[src/rtl/param_multicycle_cpu_if.sv]
// Instruction/handshake/status bundle between an instruction source and param_multicycle_cpu.
interface param_multicycle_cpu_if #(parameter int DATA_W = 16);
    logic              run;
    logic [DATA_W-1:0] iin;
    logic              done;
    logic              busy;
    logic [DATA_W-1:0] bus_out;
    logic              flag_z;
    logic              flag_n;
    logic              flag_c;

    modport master (output run, iin, input done, busy, bus_out, flag_z, flag_n, flag_c);
    modport slave  (input run, iin, output done, busy, bus_out, flag_z, flag_n, flag_c);
endinterface

[src/rtl/param_multicycle_cpu.sv]
// Parametrised multicycle CPU: one instruction per run over 2 (mv/mvi) or 4 (ALU) cycles,
// all transfers over one shared bus.
module param_multicycle_cpu #(
    parameter int DATA_W = 16,
    parameter int NREGS  = 8
) (
    input logic                  clk,
    input logic                  resetn,
    param_multicycle_cpu_if.slave cpu
);
    localparam int REG_AW = $clog2(NREGS);
    localparam int IMM_W  = DATA_W - 3 - 2 * REG_AW;

    typedef enum logic [1:0] {T0, T1, T2, T3} state_t;
    typedef enum logic [2:0] {
        OP_MV, OP_MVI, OP_ADD, OP_SUB, OP_AND, OP_OR, OP_XOR, OP_NEG
    } op_t;
    typedef struct packed {
        op_t              op;
        logic [REG_AW-1:0] rx;
        logic [REG_AW-1:0] ry;
        logic [IMM_W-1:0]  imm;
    } instr_t;

    state_t                        state_q, state_d;
    instr_t                        ir_q, ir_d;
    logic [DATA_W-1:0]             a_q, a_d, g_q, g_d;
    logic [NREGS-1:0][DATA_W-1:0]  r_q, r_d;
    logic                          z_q, z_d, n_q, n_d, c_q, c_d;

    logic [DATA_W-1:0] bus, imm_ext, alu_b, alu_res;
    logic [DATA_W:0]   sum;
    logic              alu_c, done;

    assign imm_ext = {{(DATA_W-IMM_W){ir_q.imm[IMM_W-1]}}, ir_q.imm};

    always_comb begin
        bus = '0;
        case (state_q)
            T1: begin
                case (ir_q.op)
                    OP_MV:   bus = r_q[ir_q.ry];
                    OP_MVI:  bus = imm_ext;
                    OP_NEG:  bus = '0;
                    default: bus = r_q[ir_q.rx];
                endcase
            end
            T2:      bus = r_q[ir_q.ry];
            T3:      bus = g_q;
            default: bus = '0;
        endcase
    end

    // sub/neg share the adder as A + ~bus + 1; neg works because A was loaded with 0
    always_comb begin
        alu_b = (ir_q.op == OP_ADD) ? bus : ~bus;
        sum   = {1'b0, a_q} + {1'b0, alu_b} + {{DATA_W{1'b0}}, (ir_q.op != OP_ADD)};
        case (ir_q.op)
            OP_AND:  alu_res = a_q & bus;
            OP_OR:   alu_res = a_q | bus;
            OP_XOR:  alu_res = a_q ^ bus;
            default: alu_res = sum[DATA_W-1:0];
        endcase
        alu_c = ((ir_q.op == OP_ADD) || (ir_q.op == OP_SUB)) ? sum[DATA_W] : 1'b0;
    end

    always_comb begin
        state_d = state_q;
        ir_d    = ir_q;
        a_d     = a_q;
        g_d     = g_q;
        r_d     = r_q;
        z_d     = z_q;
        n_d     = n_q;
        c_d     = c_q;
        done    = 1'b0;
        case (state_q)
            T0: begin
                if (cpu.run) begin
                    ir_d    = instr_t'(cpu.iin);
                    state_d = T1;
                end
            end
            T1: begin
                if ((ir_q.op == OP_MV) || (ir_q.op == OP_MVI)) begin
                    r_d[ir_q.rx] = bus;
                    done         = 1'b1;
                    state_d      = T0;
                end else begin
                    a_d     = bus;
                    state_d = T2;
                end
            end
            T2: begin
                g_d     = alu_res;
                z_d     = (alu_res == '0);
                n_d     = alu_res[DATA_W-1];
                c_d     = alu_c;
                state_d = T3;
            end
            default: begin
                r_d[ir_q.rx] = bus;
                done         = 1'b1;
                state_d      = T0;
            end
        endcase
    end

    always_ff @(posedge clk or negedge resetn) begin
        if (!resetn) begin
            state_q <= T0;
            ir_q    <= '0;
            a_q     <= '0;
            g_q     <= '0;
            r_q     <= '0;
            z_q     <= 1'b0;
            n_q     <= 1'b0;
            c_q     <= 1'b0;
        end else begin
            state_q <= state_d;
            ir_q    <= ir_d;
            a_q     <= a_d;
            g_q     <= g_d;
            r_q     <= r_d;
            z_q     <= z_d;
            n_q     <= n_d;
            c_q     <= c_d;
        end
    end

    assign cpu.done    = done;
    assign cpu.busy    = (state_q != T0);
    assign cpu.bus_out = bus;
    assign cpu.flag_z  = z_q;
    assign cpu.flag_n  = n_q;
    assign cpu.flag_c  = c_q;
endmodule
[src/flat_wrapper.sv]
// flat-port wrapper written by rule: the top's interface ports become plain ports
module param_multicycle_cpu_flat 
#(
    parameter int DATA_W = 16,
    parameter int NREGS  = 8
)
  (clk, resetn, cpu_run, cpu_iin, cpu_done, cpu_busy, cpu_bus_out, cpu_flag_z, cpu_flag_n, cpu_flag_c);
  param_multicycle_cpu_if #(.DATA_W(DATA_W)) cpu_i ();
  input logic clk;
  input logic resetn;
  input wire logic [$bits(cpu_i.run)-1:0] cpu_run;
  input wire logic [$bits(cpu_i.iin)-1:0] cpu_iin;
  output wire logic [$bits(cpu_i.done)-1:0] cpu_done;
  output wire logic [$bits(cpu_i.busy)-1:0] cpu_busy;
  output wire logic [$bits(cpu_i.bus_out)-1:0] cpu_bus_out;
  output wire logic [$bits(cpu_i.flag_z)-1:0] cpu_flag_z;
  output wire logic [$bits(cpu_i.flag_n)-1:0] cpu_flag_n;
  output wire logic [$bits(cpu_i.flag_c)-1:0] cpu_flag_c;
  assign cpu_i.run = cpu_run;
  assign cpu_i.iin = cpu_iin;
  assign cpu_done = cpu_i.done;
  assign cpu_busy = cpu_i.busy;
  assign cpu_bus_out = cpu_i.bus_out;
  assign cpu_flag_z = cpu_i.flag_z;
  assign cpu_flag_n = cpu_i.flag_n;
  assign cpu_flag_c = cpu_i.flag_c;
  param_multicycle_cpu #(.DATA_W(DATA_W), .NREGS(NREGS)) u_core (.clk(clk), .resetn(resetn), .cpu(cpu_i));
endmodule
[config.mk]
export PLATFORM = sky130hd
export DESIGN_NAME = param_multicycle_cpu_flat
export DESIGN_NICKNAME = d
export VERILOG_FILES = /design/src/rtl/param_multicycle_cpu_if.sv /design/src/rtl/param_multicycle_cpu.sv /design/src/flat_wrapper.sv
export SDC_FILE = /design/constraint.sdc
export NUM_CORES = 1
export LEC_CHECK = 0
export BUFFER_PORTS_ARGS = -buffer_cell sky130_fd_sc_hd__buf_4
export CORE_ASPECT_RATIO = 1.4
export CORE_UTILIZATION = 63
export CTS_BUF_LIST = sky130_fd_sc_hd__clkbuf_16
export DETAILED_ROUTE_END_ITERATION = 16
export PLACE_DENSITY = 0.77
export SYNTH_ARGS = -nofsm -noshare
export SYNTH_HDL_FRONTEND = slang
export SYNTH_SLANG_ARGS = --single-unit
[constraint.sdc]
create_clock -name clk -period 6.6 [get_ports clk]
set_clock_uncertainty 0.2 [all_clocks]
set_input_delay 0.66 -clock clk [delete_from_list [all_inputs] [get_ports clk]]
set_output_delay 0.66 -clock clk [all_outputs]
set_load 0.05 [all_outputs]
# Yosys cells after proc, flatten, opt, wreduce, memory -nomap -nowiden
# Cells that the tools add are included.
[word_totals]
ff_bits = 181
output_inout_bits = 21
wordCells = 72
[classes]
mux = 19
magnitude_cmp = 3
n_addsub = 2
n_reduce_logical = 11
n_bitwise = 6
n_eq_ne = 13
[ops]
columns = ["cell", "count"]
rows = [
  ["one-hot mux 128 bit (2 select lines)", 1],
  ["one-hot mux 16 bit (3 select lines)", 3],
  ["bitwise mux 128 bit", 1],
  ["two-way mux 128 bit", 1],
  ["binary-select mux 16 bit (select 3 bit)", 2],
  ["two-way mux 16 bit", 4],
  ["demux 16 bit (select 3 bit)", 1],
  ["adder 16 x 16 -> 17 bit", 1],
  ["adder 17 x 1 -> 17 bit", 1],
  ["AND 16 bit", 1],
  ["logical NOT 16 bit", 1],
  ["inverter 16 bit", 1],
  ["OR 16 bit", 1],
  ["XOR 16 bit", 1],
  ["equality test 3 bit, second input constant", 4],
  ["< comparator 3 x 4 -> 1 bit, second input constant", 2],
  ["equality test 3 x 2 -> 1 bit, second input constant", 2],
  ["one-hot mux 2 bit (3 select lines)", 1],
  ["AND reduction 2 bit", 3],
  ["equality test 2 bit, second input constant", 2],
  ["two-way mux 2 bit", 2],
  ["equality test 3 x 1 -> 1 bit, second input constant", 1],
  ["greater-or-equal comparator 3 x 1 -> 1 bit, second input constant", 1],
  ["logical NOT 3 bit", 1],
  ["12 further kinds", 15],
]

# Depth between registers and ports, before layout
# Gate-level depths: netlist (run 1).
[depth]
ltp_word = 10
depth_mapped = 21
depth_no_buf = 19

# Worst setup path after synthesis (run 1)
# No wires, ideal clock.
[synth_timing]
kind = "register -> register"
startpoint = "register u_core.ir_q[7] (netlist bit)"
endpoint = "register u_core.z_q (netlist: u_core.cpu.flag_z)"
stages_incl_launch_ff = 21
setup_ns = 0.092
synth_period_minus_slack_ns = 4.682
slack_ns = 1.918
path_buffers = 3
arrival_time_ns = 4.391
path_cell_list = "dfrtp_1 > buf_6 > buf_6 > mux4_2 > mux2_2 > mux2_2 > a221oi_1 > a21oi_1 > a22oi_2 > xor2_1 > ha_1 > clkbuf_1 > a21oi_1 > o22ai_1 > o221a_2 > o21ai_1 > a21oi_1 > or3_1 > a31oi_1 > nand4b_1 > o31ai_2"
[synth_between]
elab_chain_len = 10
elab_cells_between_ends = 13
[synth_rtl]
columns = ["item", "line_no", "source"]
rows = [
  ["start, declared", "param_multicycle_cpu.sv:26", "instr_t ir_q, ir_d;"],
  ["start signal, assigned", "param_multicycle_cpu.sv:121", "ir_q <= ir_d;"],
  ["binary-select mux 16 bit (select 3 bit) *", "param_multicycle_cpu.sv:42, param_multicycle_cpu.sv:48", ""],
  ["two-way mux 16 bit (not written as such) *", "param_multicycle_cpu.sv:42, param_multicycle_cpu.sv:48", ""],
  ["one-hot mux 16 bit (3 select lines)", "param_multicycle_cpu.sv:41", "case (ir_q.op)"],
  ["one-hot mux 16 bit (3 select lines) *", "param_multicycle_cpu.sv:39", "case (state_q)"],
  ["inverter 16 bit", "param_multicycle_cpu.sv:56", "alu_b = (ir_q.op == OP_ADD) ? bus : ~bus;"],
  ["two-way mux 16 bit", "param_multicycle_cpu.sv:56", ""],
  ["adder 16 x 16 -> 17 bit", "param_multicycle_cpu.sv:57", "sum = {1'b0, a_q} + {1'b0, alu_b} + {{DATA_W{1'b0}}, (ir_q.op != OP_ADD)};"],
  ["adder 17 x 1 -> 17 bit", "param_multicycle_cpu.sv:57", ""],
  ["one-hot mux 16 bit (3 select lines) *", "param_multicycle_cpu.sv:58", "case (ir_q.op)"],
  ["logical NOT 16 bit *", "param_multicycle_cpu.sv:96", "z_d = (alu_res == '0);"],
  ["end signal, assigned", "param_multicycle_cpu.sv:125", "z_q <= z_d;"],
  ["end, declared", "param_multicycle_cpu.sv:29", "logic z_q, z_d, n_q, n_d, c_q, c_d;"],
]
# Mark *: on every way between the ends. The rest lies on a longest branch, timed or not. The select of a mux whose other input is x is not followed.
# A chain may end at the register's enable or synchronous reset.

# Worst setup path after layout (run 1)
# Ends and elaborated chain as after synthesis.

==> impl_metrics.csv, run 1 <==
group,metric,value,unit
synth,synth_area_leaders,"dfrtp_1, mux4_2, nand2_1",
final_layout,drive_gt1_share,19.2,%
drt,drtPass1Iterations,5,
drt,routed-via-count,9533,
global_route,grt_pass1_wl,51400,um
clock_tree,cts_made_buffers,17,
synth,yosysTopAreaCell,"dfrtp_1",
worst_setup_path,r2r-end,"u_core.cpu.flag_z",
global_route,track_usage,37.0,%
synth,yosys.area.top_type_share,39.9,%
synth,synth-edff-count,0,
sta,hold_slack,84.5,ps
global_route,antenna_found_initial,0,
synth,synth_fp_nets,1262,
synth,yosys_warnings,0,
worst_setup_path,crit_type,"reg2reg",
drt,drc,0,
drt,wl_per_cell,22.3,um
worst_setup_path,crit_path_end_kind,"register",
placed_design,dp_hpwl,22000,um
drt,first_iter_violations,974,
die,die_area,18500,sq um
worst_setup_path,crit_end,"u_core.cpu.flag_z",
die,row_count,57,
job,cap_violations,0,
clock_tree,path_clk_slew,70,ps
synth,ys_seq_area_share,39.9,%
sta,timing.fmax,0.182,GHz
placed_design,gp_congestion,0.986,
sta,hold_viol_final,0,
clock_tree,cts_resized,0,
worst_setup_path,worstPathMaxFanout,20,
sta,slew_violations,0,
placed_design,dp.cells,1417,
final_layout,design_area,12400,sq um
sta,rsz0062_at_grt,"false",
sta,setup_viol,0,
synth,ys.flop_type,"dfrtp_1",
global_route,grt_overflow,0,
worst_setup_path,required,6750,ps
clock_tree,cts_setup_buffers,0,
sta,min_period,5480,ps
synth,syn-instance-count,1195,
die,pin_count,40,
worst_setup_path,reg2reg_depth,18,
worst_setup_path,r2r_slack,1120,ps
clock_tree,cts-root-buf,"clkbuf_16",
worst_hold_path,hold_class,"in2async",
final_layout,syn_to_final_growth,9.43,%
final_layout,nNetsFinal,1267,
global_route,grt_pass1_vias,9595,
synth,syn_area,11300,sq um
clock_tree,cts.sinks,180,
clock_tree,clk_latency,440,ps
worst_setup_path,worstPathArrival,5630,ps
placed_design,port_buffers,39,
sta,finalSetupTns,0,ps
die,start_util,64.7,%
die,die_height,160,um
sta,slew-limit-headroom,23.1,%
clock_tree,postCtsHoldBufs,0,
worst_setup_path,worst_setup_path_start_kind,"register",
die,die_w,115,um
synth,synth_cell_type_count,75,
drt,ant_nets,0,
synth,ys_ff_latch,180,
clock_tree,htreeDepth,4,
worst_setup_path,timing.critical_path.from,"u_core.ir_q[7]",
die,core,17500,sq um
synth,synthArstFlopShare,100,%
clock_tree,cts_max_path_buffers,2,
drt,wl,32200,um
clock_tree,cts_tree,"done",
sta,post-route-period-util,83.1,%
drt,viasPerCell,6.59,
placed_design,place_area,11800,sq um
sta,worst_slew_pin_slew,1140,ps
synth,avgSynthCellArea,9.46,sq um
final_layout,final_cells,1447,
status,status,"finished, final reports clean",
worst_setup_path,regToRegStartpoint,"u_core.ir_q[7]",
final_layout,num_antenna_cells,0,
global_route,grt_max_degree,88,
state kept, by name, indices dropped and copies added, names as in the netlist:
register / cells
u_core.state_q: 2
u_core.a_q: 16
u_core.g_q: 16
u_core.imm_ext: 7
u_core.cpu.flag_z: 1
u_core.ir_q: 9
u_core.r_q: 128
u_core.cpu.flag_c: 1
metrics by stage:
stage | setup slack [ps] | util (%)
4_1_cts | 1160 | 70.8
6_report | 1120 | 70.8
5_1_grt | 823 | 70.8
3_5_place_dp | 1190 | 67.6
2_1_floorplan | 1920 | -
3_3_place_gp | 1310 | 67.6
cells in the final DEF, fill, tap and decap left out, types with 4 or more instances in the layout:
master     instances
a311oi_1           4
mux2i_1           19
a22oi_1            4
nand3_1           13
a31oi_1            8
mux2_2            44
o21ai_1           35
o21bai_1           4
nor2_1            36
nand2_1          218
mux4_2            49
o211ai_1           4
and3_1             4
nor3_1            15
o22ai_1           18
or3_1              4
inv_1             50
clkbuf_16         17
a211oi_1          14
clkinv_1           4
xor2_1            17
ha_1              47
a32oi_1            5
a21o_1             5
nor3b_1            4
dfrtp_1          177
o32ai_1            4
nand2b_1           7
o21ai_0          151
or2_2              4
and2_1             4
nor2b_1           10
buf_4             84
o221ai_1           5
a21oi_1           50
Yosys cell counts, types with 12 or more instances:
library cell    n
inv_1          47
buf_2          28
clkbuf_1       56
a211oi_1       14
buf_1          12
a21oi_1        50
mux4_2         49
mux2_2         44
nor2_1         37
nand3_1        13
nand2_1       218
mux2i_1        19
o22ai_1        18
o21ai_1        36
dfrtp_1       180
xor2_1         17
nor3_1         15
ha_1           47
o21ai_0       151
kinds of logic (layout without fill, tap and decap cells):
kind of cell | after synthesis | after routing | share of synthesized area (%)
AOI/OAI and AO/OA | 348 | 348 | 18.8
and+or+nand+nor | 334 | 334 | 12.8
DFF | 180 | 180 | 39.9
buffers and inverters | 150 | 166 | 5.49
muxes | 115 | 115 | 16.2
adders and majority gates | 48 | 48 | 5.38
xor gates and xnor gates | 20 | 20 | 1.55
routing by layer:
layer,up-vias,wire length (um),GRT usage [%]
met3,116,2620,6.30
met5,-,0,0
li1,4292,-,-
met4,0,1420,18.4
met1,4631,12300,46.9
met2,494,15900,61.0
worst min-delay path by stage:
stage,end,from,slack (ps)
floorplan,u_core.a_q[0],resetn,160
global placement,u_core.g_q[0],u_core.g_q[0],260
detailed placement,u_core.cpu.flag_c,u_core.cpu.flag_c,260
CTS,u_core.r_q[77],resetn,120
global route,u_core.r_q[125],resetn,140
finish,u_core.r_q[77],resetn,80
layout make-up:
class                      instances  area, sq um
tap                              236          295
clock inverter                    13          123
multi-input combinational        865         6180
sequential                       180         4510
clock buffer                      17          425
timing repair buffer              85          642
fill                            1337         5110
inverter                          51          191
critical path, stage by stage, from the launching register on:
cell and delay (ps):
dfrtp_2 790, mux4_2 590, mux2_2 290, mux2_2 260, a221oi_1 270, a21oi_1 90
a22oi_2 120, buf_4 230, xor2_1 170, ha_1 320, a21oi_1 330, o22ai_1 220
o221a_2 360, o21ai_1 120, a21oi_1 100, or3_1 400, a31oi_1 150, nand4b_1 130
o31ai_2 250
Power of run 1 is left out: the tool's default activity adds up to more than one toggle a clock period on the data nets, which glitch-free logic cannot reach.
==> run 2, diff against run 1 <==
- CORE_UTILIZATION: 63 -> 57
- PLACE_DENSITY: 0.77 -> 0.73
- clock period: 6.6 -> 4.8 ns (I/O delays scaled with it)
==> impl_metrics.csv, run 2 (same netlist as run 1, synthesis figures left out) <==
group,metric,value,unit
clock_tree,cts-root-buf,"clkbuf_16",
die,die_height,169,um
drt,first_iter_violations,678,
sta,slew-limit-headroom,14.8,%
placed_design,gp_congestion,0.965,
drt,wl,32300,um
sta,timing.fmax,0.212,GHz
drt,wl_per_cell,21.4,um
die,die_w,121,um
final_layout,num_antenna_cells,0,
clock_tree,htreeDepth,4,
drt,routed-via-count,9597,
sta,rsz0062_at_grt,"true",
worst_setup_path,reg2reg_depth,18,
final_layout,syn_to_final_growth,15.2,%
sta,min_period,4720,ps
worst_setup_path,crit_slowest_cell,"mux4_2",
clock_tree,cts_max_path_buffers,2,
sta,post-route-period-util,98.3,%
worst_setup_path,path_cells,"buf_4 > mux4_2 > mux2_4 > mux2_2 > a221o_1 > a32oi_2 > xor2_1 > ha_1 > a21oi_1 > buf_4 > o22ai_4 > o221a_4 > o21ai_2 > a21oi_2 > or3_1 > a31oi_1 > nand4b_1 > o31ai_2",
die,start_util,58.6,%
final_layout,largest_reg_flops,128,
sta,slew_violations,0,
final_layout,design_area,13000,sq um
worst_setup_path,regToRegStartpoint,"u_core.ir_q[7]",
die,pin_count,40,
sta,worst_slew_pin_slew,1280,ps
die,die_area,20400,sq um
global_route,grt_pass1_wl,50800,um
clock_tree,path_clk_slew,70,ps
worst_setup_path,critPathBufInv,2,
clock_tree,cts_made_buffers,17,
final_layout,final_cell_mix,"nand2_1, dfrtp_1, o21ai_0",
sta,setup_viol,0,
placed_design,dp_hpwl,22700,um
final_layout,reg_top3,"u_core.r_q x128, u_core.a_q x16, u_core.g_q x16",
worst_setup_path,r2r_slack,80,ps
die,row_count,60,
final_layout,largest_register,"u_core.r_q",
worst_setup_path,path_delay_family,"compound AO/OA/AOI/OAI gates",
final_layout,fin_util,67.5,%
global_route,grt_pass1_vias,9482,
clock_tree,postCtsHoldBufs,0,
worst_setup_path,critPathMaxStageDelay,500,ps
placed_design,port_buffers,39,
sta,finalSetupTns,0,ps
worst_hold_path,hold_class,"in2async",
global_route,track_usage,33.0,%
global_route,grt_max_degree,106,
drt,viasPerCell,6.36,
drt,drtPass1Iterations,5,
worst_setup_path,cp_common_cell,"buf_4",
clock_tree,clk_latency,440,ps
global_route,antenna_found_initial,0,
worst_setup_path,required,4950,ps
worst_setup_path,worst_setup_path_start_kind,"register",
worst_setup_path,worstPathArrival,4870,ps
final_layout,drive_gt1_share,24.6,%
final_layout,layout_commonest_cell,"nand2_1",
status,violations,"negative hold slack",
final_layout,nNetsFinal,1316,
placed_design,place_area,12100,sq um
job,cap_violations,0,
die,core,19300,sq um
clock_tree,cts.sinks,180,
sta,hold_slack,-68.4,ps
drt,ant_nets,0,
worst_setup_path,crit_path_end_kind,"register",
global_route,grt_overflow,0,
worst_setup_path,r2r-end,"u_core.cpu.flag_z",
status,status,"finished, violations left",
sta,hold_viol_final,32,
worst_setup_path,worstPathMaxFanout,4,
clock_tree,cts_tree,"done",
worst_setup_path,crit_type,"reg2reg",
drt,drc,0,
-- run 2: cell types whose count changed in the layout (fill, tap and decap cells not counted), sizes merged --
cell      before  now
buf           85  133
bufinv         2    3
inv           53   56
clkinvlp       3    2
clkbuf        17   18
clkinv         6    5
-- run 2: per-stage QoR --
stage | hold WS, ps | setup WS, ps | instances
2_1_floorplan | -15.6 | 118 | 1195
3_3_place_gp | 261 | 10.2 | 1465
3_5_place_dp | 268 | -50.8 | 1465
4_1_cts | 3.81 | 28.9 | 1498
5_1_grt | 21.1 | -123 | 1510
6_report | -68.4 | 80.7 | 1510
-- run 2: worst max-delay path by stage --
stage                         from                 to  slack [ps]  depth (start not counted)
global placement    u_core.ir_q[7]  u_core.cpu.flag_z          10                         19
detailed placement  u_core.ir_q[7]  u_core.cpu.flag_z         -50                         19
floorplan           u_core.ir_q[7]  u_core.cpu.flag_z         120                         20
finish              u_core.ir_q[7]  u_core.cpu.flag_z          80                         18
global route        u_core.ir_q[7]  u_core.cpu.flag_z        -120                         17
CTS                 u_core.ir_q[7]  u_core.cpu.flag_z          30                         17
-- run 2: layout make-up --
type | count | area [sq um]
fill | 1478 | 6280
clock inverter | 15 | 181
multi-input combinational | 865 | 6320
tap | 248 | 310
inverter | 51 | 191
timing repair buffer | 134 | 1070
sequential | 180 | 4510
clock buffer | 17 | 425
-- run 2: repair_timing --
item                       CTS  global route
gates resized for setup      2            34
pin swaps                    0            18
setup endpoints to repair    1             6
cloned                       0             1
setup buffers                1            11
-- run 2: routing by layer --
metal | part of all wire, % | routed length (um) | vias up | GRT usage [%]
li1 | - | - | 4375 | -
met1 | 40 | 12800 | 4728 | 41.5
met2 | 50 | 16000 | 391 | 54.4
met3 | 5.8 | 1880 | 103 | 4.85
met4 | 4.9 | 1580 | 0 | 18.4
met5 | 0 | 0 | - | 0
-- run 2: worst register-to-register path: cells and delay by family (launching register included) --
family | cells | cell delay [ps]
compound gates | 9 | 1690
xor+xnor | 1 | 220
fa+ha+maj | 1 | 280
buf+inv | 2 | 300
flops | 1 | 410
mux | 3 | 1080
simple gates | 2 | 460
Power of run 2 is left out for the same reason.
==> run 3, diff against run 2 <==
- ABC_AREA: unset -> 1
==> impl_metrics.csv, run 3 <==
group,metric,value,unit
clock_tree,htreeDepth,4,
worst_setup_path,worstPathArrival,4620,ps
clock_tree,path_clk_slew,70,ps
synth,synthMuxAreaShare,0.735,%
final_layout,drive_gt1_share,13.3,%
synth,synth_top_family_by_area,"compound AO/OA/AOI/OAI gates",
synth,synthAdderAreaFrac,5.67,%
sta,worst_slew_pin_slew,1120,ps
synth,yosys.area.top_type_share,42.0,%
worst_setup_path,crit_path_end_kind,"register",
final_layout,layout_commonest_cell,"nand2_1",
final_layout,design_area,12400,sq um
synth,synth_area_leaders,"dfrtp_1, nand2_1, o21ai_0",
final_layout,num_antenna_cells,0,
die,die_height,164,um
final_layout,largest_reg_flops,128,
synth,synth_xor_xnor_area_share,1.55,%
synth,ys_seq_area_share,42.0,%
global_route,grt_overflow,0,
synth,yosysTopAreaCell,"dfrtp_1",
clock_tree,cts.sinks,180,
synth,yosys_warnings,0,
job,cap_violations,0,
drt,drc,0,
worst_setup_path,cp_common_cell,"nand2_1",
synth,synth-edff-count,0,
die,die_w,118,um
sta,setup_viol,0,
final_layout,final_cell_mix,"nand2_1, o21ai_0, dfrtp_1",
placed_design,port_buffers,39,
final_layout,syn_to_final_growth,15.4,%
clock_tree,clk_latency,440,ps
final_layout,final_cells,1725,
sta,slew_violations,0,
synth,synth_fp_nets,1483,
final_layout,seq_area,4510,sq um
synth,ys_ff_latch,180,
status,status,"finished, final reports clean",
synth,avgSynthCellArea,7.57,sq um
worst_setup_path,crit_slowest_cell,"dfrtp_2",
synth,synth.most_common_cell,"nand2_1",
worst_setup_path,critPathMaxStageDelay,500,ps
sta,timing.fmax,0.225,GHz
sta,min_period,4440,ps
placed_design,dp.cells,1667,
die,row_count,59,
synth,synthArstFlopShare,100,%
global_route,track_usage,35.8,%
drt,ant_nets,0,
final_layout,largest_register,"u_core.r_q",
clock_tree,cts_made_buffers,17,
clock_tree,cts_max_path_buffers,2,
worst_setup_path,worst_setup_path_start_kind,"register",
drt,viasPerCell,6.10,
global_route,grt_pass1_wl,53200,um
synth,synth_cell_type_count,49,
sta,hold_viol_final,0,
placed_design,gp_congestion,0.970,
synth,syn_area,10700,sq um
final_layout,multi_input_area,5500,sq um
synth,syn-instance-count,1416,
global_route,grt_pass1_vias,9762,
sta,post-route-period-util,92.5,%
synth,ys.flop_type,"dfrtp_1",
final_layout,nNetsFinal,1535,
drt,wl,34500,um
worst_setup_path,required,4980,ps
final_layout,fin_util,66.8,%
die,core,18500,sq um
die,start_util,57.8,%
worst_hold_path,hold_class,"in2reg",
synth,synth-simple-area-share,19.6,%
drt,drtPass1Iterations,8,
worst_setup_path,crit_type,"reg2reg",
placed_design,dp_hpwl,23200,um
global_route,antenna_found_initial,0,
sta,slew-limit-headroom,25.5,%
placed_design,place_area,11300,sq um
clock_tree,cts-root-buf,"clkbuf_16",
drt,routed-via-count,10521,
drt,wl_per_cell,20.0,um
drt,first_iter_violations,1230,
final_layout,reg_top3,"u_core.r_q x128, u_core.a_q x16, u_core.g_q x16",
synth,synth_compound_gate_area_share,22.8,%
synth,synth_common_cells,"nand2_1, o21ai_0, dfrtp_1",
clock_tree,cts_tree,"done",
final_layout,fillers,1582,
global_route,grt_max_degree,100,
worst_setup_path,worstPathMaxFanout,12,
die,die_area,19400,sq um
die,pin_count,40,
[run 3: cell types whose count changed after synthesis, moves of 30 or more]
cell / delta
nand2_1: +128
nand3_1: +30
o21ai_0: +54
mux4_2: -49
o22ai_1: +44
nor2_1: +80
mux2_2: -37
inv_1: +70
[run 3: final cells by class]
class | instances | area share [%]
Multi-Input combinational cell | 1028 | 44.4
Sequential cell | 180 | 36.5
Timing Repair Buffer | 107 | 7.29
Inverter | 133 | 4.15
Clock buffer | 17 | 3.44
Tap cell | 244 | 2.47
Clock inverter | 15 | 1.72
Timing Repair inverter | 1 | 0.0404
[run 3: cell families after synthesis]
logic type / after synthesis
buffers and inverters: 208
AO/OA/AOI/OAI: 424
AND/OR/NAND/NOR: 530
XOR/XNOR: 19
multiplexers: 7
adder cells (fa/ha/maj): 48
flip-flops: 180
[run 3: metal layers]
layer	part of all wire [%]	GRT usage [%]
met1	40	46.0
met2	49	59.0
met3	7.8	5.42
met4	4.2	17.5
met5	0	0
[run 3: worst max-delay path, delay by kind of cell, from the launching register on]
kind / cells / cell delay (ps)
AOI/OAI and AO/OA: 4 / 770
buffers and inverters: 2 / 430
adders and majority gates: 1 / 350
DFF: 1 / 500
xor gates and xnor gates: 1 / 160
and+or+nand+nor: 18 / 1980
[run 3: path summary, 6_finish.rpt]
kind | start | to | slack [ps] | depth (start not counted)
max in group asynchronous | resetn | u_core.ir_q[8] | 2860 | 3
max | u_core.ir_q[10] | u_core.cpu.flag_z | 360 | 26
max reg2reg | u_core.ir_q[10] | u_core.cpu.flag_z | 360 | 26
min | cpu_run | u_core.state_q[0] | 70 | 3
min in group asynchronous | resetn | u_core.r_q[54] | 480 | 2
min reg2reg | u_core.r_q[81] | u_core.r_q[81] | 290 | 2
[run 3: repair_timing]
item | CTS | global route
buffers inserted | 0 | 23
hold buffers | 1 | 0
resized for setup | 0 | 42
endpoints found under the hold margin | 81 | 0
setup endpoints to repair | 0 | 2
[run 3: stage by stage]
step | hold WS [ps] | setup slack (ps) | TNS [ps]
after floorplan | -15.6 | 572 | 0
after global placement | 269 | 168 | 0
after detailed placement | 274 | 121 | 0
after CTS | 65.9 | 95.5 | 0
after global routing | 71.2 | -41.4 | -41.4
final | 70.2 | 362 | 0
Power of run 3 is left out for the same reason.
